<file path="src/rtl/eth_10g_mac_stat_arbiter.sv">
// eth_10g_mac_stat_arbiter
// Merges the TX and RX per-packet status streams into one Avalon-ST stream.
// The sources have no backpressure. Each source has a small FIFO, and the
// two FIFOs are served round-robin into a single output register.
// Optional feature macro: ETH_STAT_ARB_DROP_CNT_EN enables the saturating
// per-source drop counters. Without it, the counters read 0.

// Per-source FIFO. Pointers are one bit wider than the address so that
// full and empty come straight from a pointer compare.
module eth_stat_arb_fifo #(
  parameter int W     = 47,
  parameter int DEPTH = 4
) (
  input  logic         clk,
  input  logic         reset,
  input  logic         in_valid,
  input  logic [W-1:0] wdata,
  input  logic         pop,
  output logic [W-1:0] rdata,
  output logic         empty,
  output logic         drop
);
  localparam int AW = $clog2(DEPTH);

  logic [DEPTH-1:0][W-1:0] mem;
  logic [AW:0]             wptr, rptr;
  logic                    full, push;

  assign empty = (wptr == rptr);
  assign full  = (wptr[AW] != rptr[AW]) && (wptr[AW-1:0] == rptr[AW-1:0]);
  // A full FIFO that pops in the same cycle frees a slot for the incoming word.
  assign push  = in_valid && (!full || pop);
  assign drop  = in_valid && !push;
  assign rdata = mem[rptr[AW-1:0]];

  // Pointer update. Both pointers wrap naturally at 2*DEPTH.
  always_ff @(posedge clk) begin
    if (reset) begin
      wptr <= '0;
      rptr <= '0;
    end else begin
      if (push) wptr <= wptr + 1'b1;
      if (pop)  rptr <= rptr + 1'b1;
    end
  end

  // Storage write. Contents are don't-care until the pointers cover them.
  always_ff @(posedge clk) begin
    if (push) mem[wptr[AW-1:0]] <= wdata;
  end
endmodule

module eth_10g_mac_stat_arbiter #(
  parameter int DATA_W     = 40,
  parameter int ERR_W      = 7,
  parameter int FIFO_DEPTH = 4
) (
  input  logic              clk,
  input  logic              reset,
  input  logic              tx_valid,
  input  logic [DATA_W-1:0] tx_data,
  input  logic [ERR_W-1:0]  tx_error,
  input  logic              rx_valid,
  input  logic [DATA_W-1:0] rx_data,
  input  logic [ERR_W-1:0]  rx_error,
  output logic              out_valid,
  input  logic              out_ready,
  output logic [DATA_W-1:0] out_data,
  output logic [ERR_W-1:0]  out_error,
  output logic              out_channel,
  input  logic              cnt_clr,
  output logic [15:0]       tx_drop_cnt,
  output logic [15:0]       rx_drop_cnt
);
  localparam int NUM_SRC = 2;
  localparam int WORD_W  = DATA_W + ERR_W;

  // Index 0 = TX, 1 = RX. This matches the out_channel encoding.
  logic [NUM_SRC-1:0]             src_valid, src_empty, src_drop, pop;
  logic [NUM_SRC-1:0][WORD_W-1:0] src_word, src_head;
  logic                           load, any, sel, last_grant;

  assign src_valid = {rx_valid, tx_valid};
  assign src_word  = {{rx_data, rx_error}, {tx_data, tx_error}};

  genvar g;
  generate
    for (g = 0; g < NUM_SRC; g++) begin : g_src
      eth_stat_arb_fifo #(.W(WORD_W), .DEPTH(FIFO_DEPTH)) u_fifo (
        .clk      (clk),
        .reset    (reset),
        .in_valid (src_valid[g]),
        .wdata    (src_word[g]),
        .pop      (pop[g]),
        .rdata    (src_head[g]),
        .empty    (src_empty[g]),
        .drop     (src_drop[g])
      );
    end
  endgenerate

  // Arbitration. last_grant moves only on a tie, so a lone source never
  // steals the next tie from the other side.
  always_comb begin
    load = !out_valid || out_ready;
    pop  = '0;
    sel  = 1'b0;
    any  = 1'b0;
    if (load) begin
      if (!src_empty[0] && !src_empty[1]) begin
        sel = ~last_grant;
        any = 1'b1;
      end else if (!src_empty[0]) begin
        sel = 1'b0;
        any = 1'b1;
      end else if (!src_empty[1]) begin
        sel = 1'b1;
        any = 1'b1;
      end
      pop[sel] = any;
    end
  end

  // Round-robin state. Reset to RX so that TX wins the first tie.
  always_ff @(posedge clk) begin
    if (reset)
      last_grant <= 1'b1;
    else if (load && !src_empty[0] && !src_empty[1])
      last_grant <= sel;
  end

  // Output register. Holds while the downstream stalls.
  always_ff @(posedge clk) begin
    if (reset) begin
      out_valid   <= 1'b0;
      out_data    <= '0;
      out_error   <= '0;
      out_channel <= 1'b0;
    end else if (load) begin
      out_valid <= any;
      if (any) begin
        {out_data, out_error} <= src_head[sel];
        out_channel           <= sel;
      end
    end
  end

`ifdef ETH_STAT_ARB_DROP_CNT_EN
  logic [NUM_SRC-1:0][15:0] drop_cnt;

  generate
    for (g = 0; g < NUM_SRC; g++) begin : g_cnt
      // Saturating drop counter. Clear wins over a same-cycle increment.
      always_ff @(posedge clk) begin
        if (reset || cnt_clr)
          drop_cnt[g] <= '0;
        else if (src_drop[g] && drop_cnt[g] != 16'hFFFF)
          drop_cnt[g] <= drop_cnt[g] + 16'd1;
      end
    end
  endgenerate

  assign tx_drop_cnt = drop_cnt[0];
  assign rx_drop_cnt = drop_cnt[1];
`else
  logic unused_cnt_in;
  assign unused_cnt_in = ^{cnt_clr, src_drop};
  assign tx_drop_cnt   = '0;
  assign rx_drop_cnt   = '0;
`endif
endmodule
</file>
<file path="config.mk">
export PLATFORM = sky130hd
export DESIGN_NAME = eth_10g_mac_stat_arbiter
export DESIGN_NICKNAME = d
export VERILOG_FILES = /design/src/rtl/eth_10g_mac_stat_arbiter.sv
export SDC_FILE = /design/constraint.sdc
export NUM_CORES = 1
export LEC_CHECK = 0
export ABC_AREA = 0
export ABC_CLOCK_PERIOD_IN_PS = 5000
export CAP_MARGIN = 10
export CORE_UTILIZATION = 50
export CTS_BUF_LIST = sky130_fd_sc_hd__clkbuf_8
export DETAILED_ROUTE_END_ITERATION = 8
export HOLD_SLACK_MARGIN = 0.08
export PLACE_DENSITY = 0.76
export SKIP_CTS_REPAIR_TIMING = 1
export SLEW_MARGIN = 0
export SYNTH_ARGS = -nofsm -noshare
export SYNTH_HDL_FRONTEND = slang
export SYNTH_SLANG_ARGS = --single-unit
</file>
<file path="constraint.sdc">
create_clock -name clk -period 5 [get_ports clk]
set_clock_uncertainty 0.05 [all_clocks]
set_input_delay 1.25 -clock clk [delete_from_list [all_inputs] [get_ports clk]]
set_output_delay 1.25 -clock clk [all_outputs]
set_load 0.05 [all_outputs]
</file>
==> results.md, run 1 <==
- Status: complete, no violations
- Placement Rows: 67
- Ys Warns: 0
- MaxCap Viol Count: 0
- Die W: 187 um
- Post-synth EDFFs: 376
- Top-Level Pins: 181
- DR vias: 8679
- Setup slack after layout: 1530 ps
- Sink Count: 438
- Yosys top cell area share: 66.2%
- Fmax: 288 MHz
- Largest net degree at the start of global routing: 52
- Number of H-tree levels: 3
- Unrepaired setup endpoints after global routing: false
- Port Buf Inserts: 147
- Routed wire per std cell: 22.4 um
- TritonRoute pass-1 iters: 5
- Most instantiated cells after synthesis: 376 x edfxtp_1, 94 x mux4_2, 62 x dfxtp_1
- Final std cells w/o fill: 1582
- Leak: 6.80 nW
- Combinational family with the most area after synthesis: multiplexers
- Post-Synthesis Cells: 890
- Crit-path cells: clkdlybuf4s50_1 > nand2b_1 > nand4_1 > a31oi_2 > and2_2 > buf_12
- Worst reg2reg startpoint: g_src[1].u_fifo.rptr[1]
- Final wirelength: 35400 um
- Share of cells above drive strength 1: 24.2%
- Post-Syn Area: 17100 um2
- Worst EP arrival: 3680 ps
- Pwr Density: 525 nW/um2
- Filler instances: 2394
- Hold EP: g_src[1].u_fifo.wptr[2]
- Placed cell areas: 18900 um2
- Xor/xnor cell area share of the yosys netlist: 0.997%
- Setup_tns: 0 ps
- Hold Vio Cnt, Final: 0
- Measured slew at the worst slew-check pin: 983 ps
- Initial antenna violation count: 9
- Mapped Avg Cell Area: 19.2 um2
- Hold wc startpoint: g_src[1].u_fifo.wptr[2]
- Synthesized-area fraction occupied by adder cells: 0.733%
- Leading area contributor after synthesis: edfxtp_1
- Crit. End Element: register
- Total gr overflow: 0
- CTS tree: done
- Initial Util: 50.9%
- Pre-CTS WS: 902 ps
- Die Footprint: 34900 um2
- Cell with the most instances after synthesis: edfxtp_1
- Worst slew margin: 34.5%
- Clock tree buffer depth: 3
- Final ANT Viol Nets: 0
- # setup viols final: 0
- Post-Synth Simple-Gate Area: 3.28%
- Vias in the first global route: 9178
- Synthesis-to-finish area growth: 18.8%
- Unique masters post-synth: 39
- Vias/cell: 5.49
- Kind of cell adding the most delay to the critical path: simple AND/OR/NAND/NOR gates
- Total CTS buffers: 70
- Mux cell area share after synthesis: 12.6%
- Detailed placement HPWL: 19800 um
- HP Class: register to register
- Hold path depth: 2
- Tot GR Track Use: 20.9%
- Tot Pwr: 10.6 mW
- Clock latency on the worst-skew pair: 580 ps
- Final Max Tran Viols: 0
- FFs w/ async S/R, synth: 0%
- Fin area: 20300 um2
- Crit path max-delay cell type: and2_2
- Final period utilization: 69.5%
- DRC viols: 0
- Levels on crit path: 6
- WP buf/inv: 2
- R2r setup slk: 1940 ps
- First DRT Iteration DRCs: 565
- Clock slew at reported path FFs: 60 ps
- IR drop worst, VDD: 0.000255 V
- DP Cell Count: 1451
- Worst Path Max Fanout: 18
- WS Path Type: input port to register
- GPL Wtd Cong: 0.713
- Worst setup SP type: input port
- Reg2Reg Depth: 6
- Synth Flop Type: edfxtp_1
- Share of the synthesized area in compound gates (AO/OA/AOI/OAI): 5.47%
- Post-synthesis sequential area ratio: 73.4%
- Largest stage delay, worst path: 590 ps
- Die span in y: 187 um
- Core Region: 33500 um2
- Final net count: 1185
- Root Driver: clkbuf_8
- Req. time, crit path: 5210 ps
- R2r endpoint: out_data[0]
- Flops & latches, synth: 438
- Final Critical Period: 3470 ps
- Top post-synthesis cells by area: edfxtp_1 66%, mux4_2 12%, dfxtp_1 7.3%
- First-pass GRT wire length: 54100 um
-- through the flow --
stage                     utilization (%)  hold WS, ps
final                                60.5          461
after global routing                 60.4          494
after CTS                            60.4          461
after detailed placement             56.4          450
after global placement               56.4          441
after floorplan                         -          425
-- cells in the final DEF (no fill, tap or decap), types with 5 or more instances in the layout --
master	netlist	final
clkbuf_8	0	82
conb_1	1	32
a211oi_1	10	10
nand2_1	50	50
ha_1	10	10
xor2_1	5	5
dfxtp_1	62	58
a21oi_1	40	40
buf_4	44	11
clkinv_1	0	5
xnor2_1	7	7
edfxtp_1	376	376
mux4_2	94	94
buf_12	0	8
nor2_1	60	60
inv_1	7	40
a21oi_2	11	11
a211oi_2	38	37
clkdlybuf4s50_1	0	146
-- state kept, by name (all words and copies together) (netlist names) --
name and count:
g_src.u_fifo.wptr 6, last_grant 1, out_error 7, out_data 40
out_valid 1, g_src.u_fifo.mem 376, g_src.u_fifo.rptr 6, out_channel 1
-- cells by family after synthesis --
kind of cell / Yosys count
DFF: 438
and+or+nand+nor: 130
xor gates and xnor gates: 16
muxes: 97
adders and majority gates: 10
AOI/OAI and AO/OA: 108
other: 1
buffers and inverters: 90
-- worst max-delay path by stage --
stage                   start                       end  slack (ps)
finish              out_ready   g_src[1].u_fifo.mem[54]        1530
detailed placement  out_ready  g_src[1].u_fifo.mem[117]         900
global placement    out_ready  g_src[1].u_fifo.mem[117]         900
global route        out_ready    g_src[1].u_fifo.mem[7]        1360
floorplan           out_ready  g_src[0].u_fifo.mem[141]         780
CTS                 out_ready    g_src[1].u_fifo.mem[7]        1510
-- worst register-to-register path: stages, from the launching register on --
cell and delay (ps):
dfxtp_4 930, xnor2_1 280, nand3b_4 220, o21ai_4 510, buf_4 580, a21oi_1 140
a211oi_1 250
-- where the power goes --
group	internal (mW)	switching (mW)
registers	4.32	0.278
logic	1.23	1.96
clock network	1.54	1.32
-- metal layers --
layer,GRT usage (%),up-vias,share of wire (%)
met5,0,-,0.18
met4,7.63,10,2.7
met3,4.83,82,7.0
met2,35.2,355,50
met1,26.6,4385,40
li1,-,3847,-
-- cell type report --
cell class / count / area (um2) / area share (%)
flip-flops and latches: 438 / 12500 / 61.9
multi-input cells: 393 / 4080 / 20.1
repair buffers: 165 / 1700 / 8.41
clock buffers: 82 / 1130 / 5.57
well taps: 448 / 561 / 2.76
clock inverters: 45 / 213 / 1.05
inverters: 7 / 26.3 / 0.130
diodes: 4 / 10.0 / 0.0494
No activity file was read; power rests on OpenSTA's default activity.
==> inputs of run 2 (changes only) <==
ABC_CLOCK_PERIOD_IN_PS = 3600   (was 5000)
clock period = 3.6 ns   (was 5 ns; I/O delays follow)
==> run 2 against run 1 <==
  * Global-route usage rose by 0.13 points
  * Via count increased by 1.7%
  * Highest routed layer unchanged
  * Combinational power increased by 47%
  * Final cell count increased by 0.82%
  * Sequential power is 36% higher
  * Count of clock-buffer cells in the layout decreased by 5
  * Worst setup slack got worse by 680 ps
  * Cell area up 1.1%
  * Critical path type unchanged
  * Critical path depth is the same
==> results.md, run 2 (synthesis gave the netlist of run 1 again) <==
- MaxCap Viol Count: 0 (unchanged)
- Unrepaired setup endpoints after global routing: false
- Most common cell after layout, fill and taps aside: edfxtp_1
- Hold Vio Cnt, Final: 0 (unchanged)
- First DRT Iteration DRCs: 702 (+24%)
- Commonest cells after routing, fill and taps aside: 376 x edfxtp_1, 146 x clkdlybuf4s50_1, 94 x mux4_2
- Vias in the first global route: 9296 (+1.3%)
- Worst EP arrival: 2970 ps (-710 ps)
- Synthesis-to-finish area growth: 20.1%
- Filler instances: 2473 (+3.3%)
- Req. time, crit path: 3810 ps (-1400 ps)
- Tot GR Track Use: 21.0% (+0.13 points)
- Int Power: 10.1 mW (+43%)
- Share of cells above drive strength 1: 25.4% (+1.1 points)
- Measured slew at the worst slew-check pin: 1070 ps (+85.7 ps)
- Part of the power in registers: 41.3% (-1.9 points)
- Crit. End Element: register
- Kind of cell adding the most delay to the critical path: compound AO/OA/AOI/OAI gates
- Die span in y: 187 um (unchanged)
- TritonRoute pass-1 iters: 5 (unchanged)
- Sink Count: 438 (unchanged)
- Final wirelength: 35600 um (+0.63%)
- CTS tree: done
- Top-Level Pins: 181 (unchanged)
- Worst Path Max Fanout: 22 (+4)
- Final period utilization: 76.5%
- Initial Util: 50.9% (unchanged)
- Psw: 5.00 mW (+41%)
- Routed wire per std cell: 22.3 um (-0.19%)
- Crit-path cells: clkdlybuf4s50_1 > nand2b_1 > o41ai_1 > a21oi_2 > and2_4 > buf_4
- Sw frac: 33.1% (-0.28 points)
- Final std cells w/o fill: 1595 (+0.82%)
- Clock tree buffer depth: 3 (unchanged)
- Largest stage delay, worst path: 820 ps (+230 ps)
- Core Region: 33500 um2 (unchanged)
- GPL Wtd Cong: 0.752 (+5.5%)
- Detailed placement HPWL: 20600 um (+4.2%)
- Setup_tns: 0 ps (unchanged)
- WS Path Type: input port to register
- Die W: 187 um (unchanged)
- Root Driver: clkbuf_8
- First-pass GRT wire length: 54400 um (+0.50%)
- Max reg flops: 376 (unchanged)
- Pwr Density: 737 nW/um2 (+40%)
- Worst slew margin: 28.7% (-5.7 points)
- Final ANT Viol Nets: 0 (unchanged)
- DRC viols: 0 (unchanged)
- Comb pwr share: 30.9% (+0.9 points)
- Die Footprint: 34900 um2 (unchanged)
- Final Max Tran Viols: 0 (unchanged)
- Largest net degree at the start of global routing: 50 (-3.8%)
- Crit path max-delay cell type: o41ai_1
- Clock latency on the worst-skew pair: 560 ps (-20 ps)
- Initial antenna violation count: 5 (-4)
- Clock slew at reported path FFs: 60 ps (about the same)
- # setup viols final: 0 (unchanged)
- Fmax: 363 MHz
- DR vias: 8827 (+1.7%)
- Clock power share: 27.7% (+0.8 points)
- Worst setup SP type: input port
- Number of H-tree levels: 3 (unchanged)
- WP buf/inv: 2 (unchanged)
- Leak: 6.88 nW (+1.2%)
- Final net count: 1197 (+1.0%)
- IR drop worst, VDD: 0.000517 V (+100%)
- Final Critical Period: 2760 ps
- Vias/cell: 5.53 (+0.88%)
- DP Cell Count: 1463 (+0.83%)
- Total CTS buffers: 70 (unchanged)
- HP Class: register to register
- Status: complete, no violations
- Total gr overflow: 0 (unchanged)
- Hold WS: 452 ps (-8.24 ps)
- Port Buf Inserts: 147 (unchanged)
- Placement Rows: 67 (unchanged)
==> run 2: cell count changes in the layout (fill, tap and decap cells not counted) <==
cell and delta:
and2_2 -4, and2_4 +4, buf_12 +5, buf_4 +7, bufinv_16 +4, clkbuf_8 -5, clkinv_1 +6, clkinv_2 +5
diode_2 +1, inv_1 -10
==> run 2: worst min-delay path: stages (launching register included) <==
cell	delay (ps)
dfxtp_1	330
a21oi_1	60
nor2_1	70
==> run 2: routing by layer <==
metal  share of wire (%)  routed length [um]  vias up  global-route usage, %
met5               0.031                  11        -                      0
met1                  41               14700     4547                   28.0
met2                  50               17800      355                   34.9
met3                 7.3                2610       51                   4.36
li1                    -                   -     3872                      -
met4                 1.3                 476        2                   6.78
==> run 2: area by class of cell <==
| cell class | instances | area, um2 | area share, % |
|---|---|---|---|
| diodes | 5 | 12.5 | 0.0610 |
| multi-input cells | 393 | 4090 | 20.0 |
| inverters | 7 | 26.3 | 0.128 |
| repair buffers | 177 | 1860 | 9.06 |
| clock inverters | 50 | 343 | 1.67 |
| flip-flops and latches | 438 | 12500 | 61.2 |
| clock buffers | 77 | 1060 | 5.17 |
| well taps | 448 | 561 | 2.74 |
==> run 2: power by group through the flow <==
stage          combinational, mW  clock, mW  sequential, mW
6_report                    4.68       4.19            6.24
5_1_grt                     5.00       4.51            6.30
4_1_cts                     4.71       4.29            6.26
3_5_place_dp                4.69          0            6.36
3_3_place_gp                4.63          0            6.34
2_1_floorplan               2.76          0            6.97
==> run 2: worst paths after layout <==
kind | start | end | slack, ps | cells after the start
worst max-delay path | out_ready | g_src[0].u_fifo.mem[51] | 840 | 6
worst min-delay path | out_channel | out_channel | 450 | 2
worst max register to register | g_src[1].u_fifo.wptr[1] | out_data[19] | 1100 | 6
worst min register to register | out_channel | out_channel | 450 | 2
==> run 2: per-stage QoR <==
step	instance area [um2]	setup slack, ps	util, %	total power, mW
after global placement	19100	357	56.9	11.0
after CTS	20500	794	61.1	15.3
after floorplan	17200	282	-	9.73
after global routing	20500	746	61.1	15.8
after detailed placement	19100	272	56.9	11.0
final	20500	845	61.1	15.1
==> inputs of run 3 (changes only) <==
ABC_CLOCK_PERIOD_IN_PS = 2470   (was 3600)
PLACE_DENSITY = 0.79   (was 0.76)
clock period = 2.47 ns   (was 3.6 ns; I/O delays follow)
==> run 3 against run 2 <==
  * Largest power group unchanged
  * Die area stayed put
  * Sequential cell count is the same
  * Clock power rose by 33%
  * Wire length rose by 0.30%
  * Sequential power grew 46%
  * Register-to-register slack worse by 910 ps
  * Final cell count rose by 0.88%
  * Non-clock buffer count rose by 19
  * Largest cell class unchanged
  * Critical path depth fell by 5
  * Global-route usage is 0.15 points lower
==> results.md, run 3 (synthesis gave the netlist of run 1 again) <==
- Vias in the first global route: 9269 (-0.29%)
- Final Critical Period: 2420 ps
- Die span in y: 187 um (unchanged)
- Worst setup SP type: register
- IR drop worst, VDD: 0.000688 V (+33%)
- Top-Level Pins: 181 (unchanged)
- Final ANT Viol Nets: 0 (unchanged)
- Crit. End Element: output port
- WS Path Type: register to output port
- Final net count: 1214 (+1.4%)
- Worst Path Max Fanout: 2 (-91%)
- Status: complete, no violations
- Commonest cells after routing, fill and taps aside: 376 x edfxtp_1, 138 x clkdlybuf4s50_1, 94 x mux4_2
- Die Footprint: 34900 um2 (unchanged)
- Pwr Density: 1050 nW/um2 (+42%)
- WP buf/inv: 1 (-1)
- HP Class: input port to register
- Worst reg2reg startpoint: g_src[0].u_fifo.wptr[1]
- Fmax: 413 MHz
- Port Buf Inserts: 147 (unchanged)
- Hold wc startpoint: reset
- Crit path max-delay cell type: clkdlybuf4s50_1
- Setup slack after layout: 49.5 ps (-795 ps)
- Kind of cell adding the most delay to the critical path: buffers and inverters
- Post-Route Utilization: 62.0% (+0.87 points)
- Number of H-tree levels: 3 (unchanged)
- Max reg flops: 376 (unchanged)
- Final Max Tran Viols: 0 (unchanged)
- Vias/cell: 5.55 (+0.21%)
- Req. time, crit path: 1800 ps (-2010 ps)
- Initial Util: 50.9% (unchanged)
- Hold path depth: 2 (unchanged)
- Total gr overflow: 0 (unchanged)
- Sink Count: 438 (unchanged)
- First-pass GRT wire length: 54200 um (-0.24%)
- MaxCap Viol Count: 0 (unchanged)
- Leak: 7.13 nW (+3.7%)
- R2r setup slk: 190 ps (-910 ps)
- R2r endpoint: g_src[0].u_fifo.mem[8]
- DR vias: 8923 (+1.1%)
- Routed wire per std cell: 22.2 um (-0.58%)
- TritonRoute pass-1 iters: 5 (unchanged)
- Hold Vio Cnt, Final: 0 (unchanged)
- DRC viols: 0 (unchanged)
- Clock latency on the worst-skew pair: 580 ps (+20 ps)
- Final wirelength: 35700 um (+0.30%)
- Hold EP: g_src[0].u_fifo.wptr[1]
- Reg2Reg Depth: 5 (-1)
- Worst slew margin: 45.9% (+17 points)
- Final period utilization: 98.0%
- Pre-CTS WS: -29.0 ps (-301 ps)
- Clock slew at reported path FFs: 60 ps (about the same)
- Clock tree buffer depth: 3 (unchanged)
- Most common cell after layout, fill and taps aside: edfxtp_1
- Synthesis-to-finish area growth: 21.8%
- Crit-path cells: clkdlybuf4s50_1
- GPL Wtd Cong: 0.736 (-2.1%)
- Die W: 187 um (unchanged)
- Core Region: 33500 um2 (unchanged)
- Largest net degree at the start of global routing: 50 (unchanged)
- Largest stage delay, worst path: 820 ps (about the same)
- First DRT Iteration DRCs: 670 (-4.6%)
- Filler instances: 2349 (-5.0%)
- # setup viols final: 0 (unchanged)
- Total CTS buffers: 68 (-2.9%)
- Measured slew at the worst slew-check pin: 811 ps (-258 ps)
- Share of cells above drive strength 1: 26.4% (+0.99 points)
- CTS tree: done
- Root Driver: clkbuf_8
- Initial antenna violation count: 1 (-4)
- Worst EP arrival: 1750 ps (-1220 ps)
- Detailed placement HPWL: 22200 um (+7.6%)
- Tot GR Track Use: 20.9% (-0.15 points)
- Placement Rows: 67 (unchanged)
- Unrepaired setup endpoints after global routing: false
[run 3: cell count changes in the layout (fill, tap and decap cells not counted), sizes merged, moves of 3 or more]
cell / before / now
clkinv: 19 / 10
dlymetal6s2s: 0 / 8
diode: 5 / 1
bufinv: 5 / 1
buf: 31 / 50
clkdlybuf4s50: 146 / 138
inv: 32 / 43
clkinvlp: 1 / 4
[run 3: worst max path at each step]
stage                     slack (ps)                        to  cells past startpoint    startpoint
final                             50              out_data[21]                      1  out_data[21]
after global routing            0.02              out_data[21]                      1  out_data[21]
after CTS                        -80                 out_valid                      1     out_valid
after detailed placement         -30   g_src[0].u_fifo.mem[11]                      7     out_ready
after global placement           -10  g_src[1].u_fifo.mem[184]                      7     out_ready
after floorplan                 -230  g_src[0].u_fifo.mem[141]                      4     out_ready
[run 3: metal layers]
metal | vias up | GRT usage (%) | routed length (um) | part of all wire (%)
met2 | 352 | 35.2 | 18200 | 51
li1 | 3901 | - | - | -
met3 | 70 | 4.08 | 2330 | 6.5
met5 | - | 0 | 11 | 0.031
met1 | 4598 | 27.4 | 14400 | 40
met4 | 2 | 6.94 | 803 | 2.2
[run 3: stage by stage]
stage          instances  setup TNS [ps]  power (mW)  instance area [um2]  hold slack, ps
2_1_floorplan        921          -10800        14.2                17300             425
3_3_place_gp        1482            -791        16.3                19500             455
3_5_place_dp        1482           -1210        16.4                19500             464
4_1_cts             1608            -113        22.0                20800             440
5_1_grt             1608               0        22.8                20800             450
6_report            1609               0        21.8                20800             468
[run 3: layout make-up]
| type | instances | area (um2) | area share [%] |
|---|---|---|---|
| clock inverter | 51 | 244 | 1.17 |
| multi-input combinational | 393 | 4130 | 19.9 |
| timing repair buffer | 196 | 2240 | 10.8 |
| sequential | 438 | 12500 | 60.4 |
| antenna | 1 | 2.50 | 0.0120 |
| tap | 448 | 561 | 2.70 |
| clock buffer | 75 | 1030 | 4.97 |
| inverter | 7 | 26.3 | 0.126 |
[run 3: power by group]
part	switching, mW	internal, mW
Sequential	0.344	8.73
Clock	2.66	2.91
Combinational	4.29	2.84
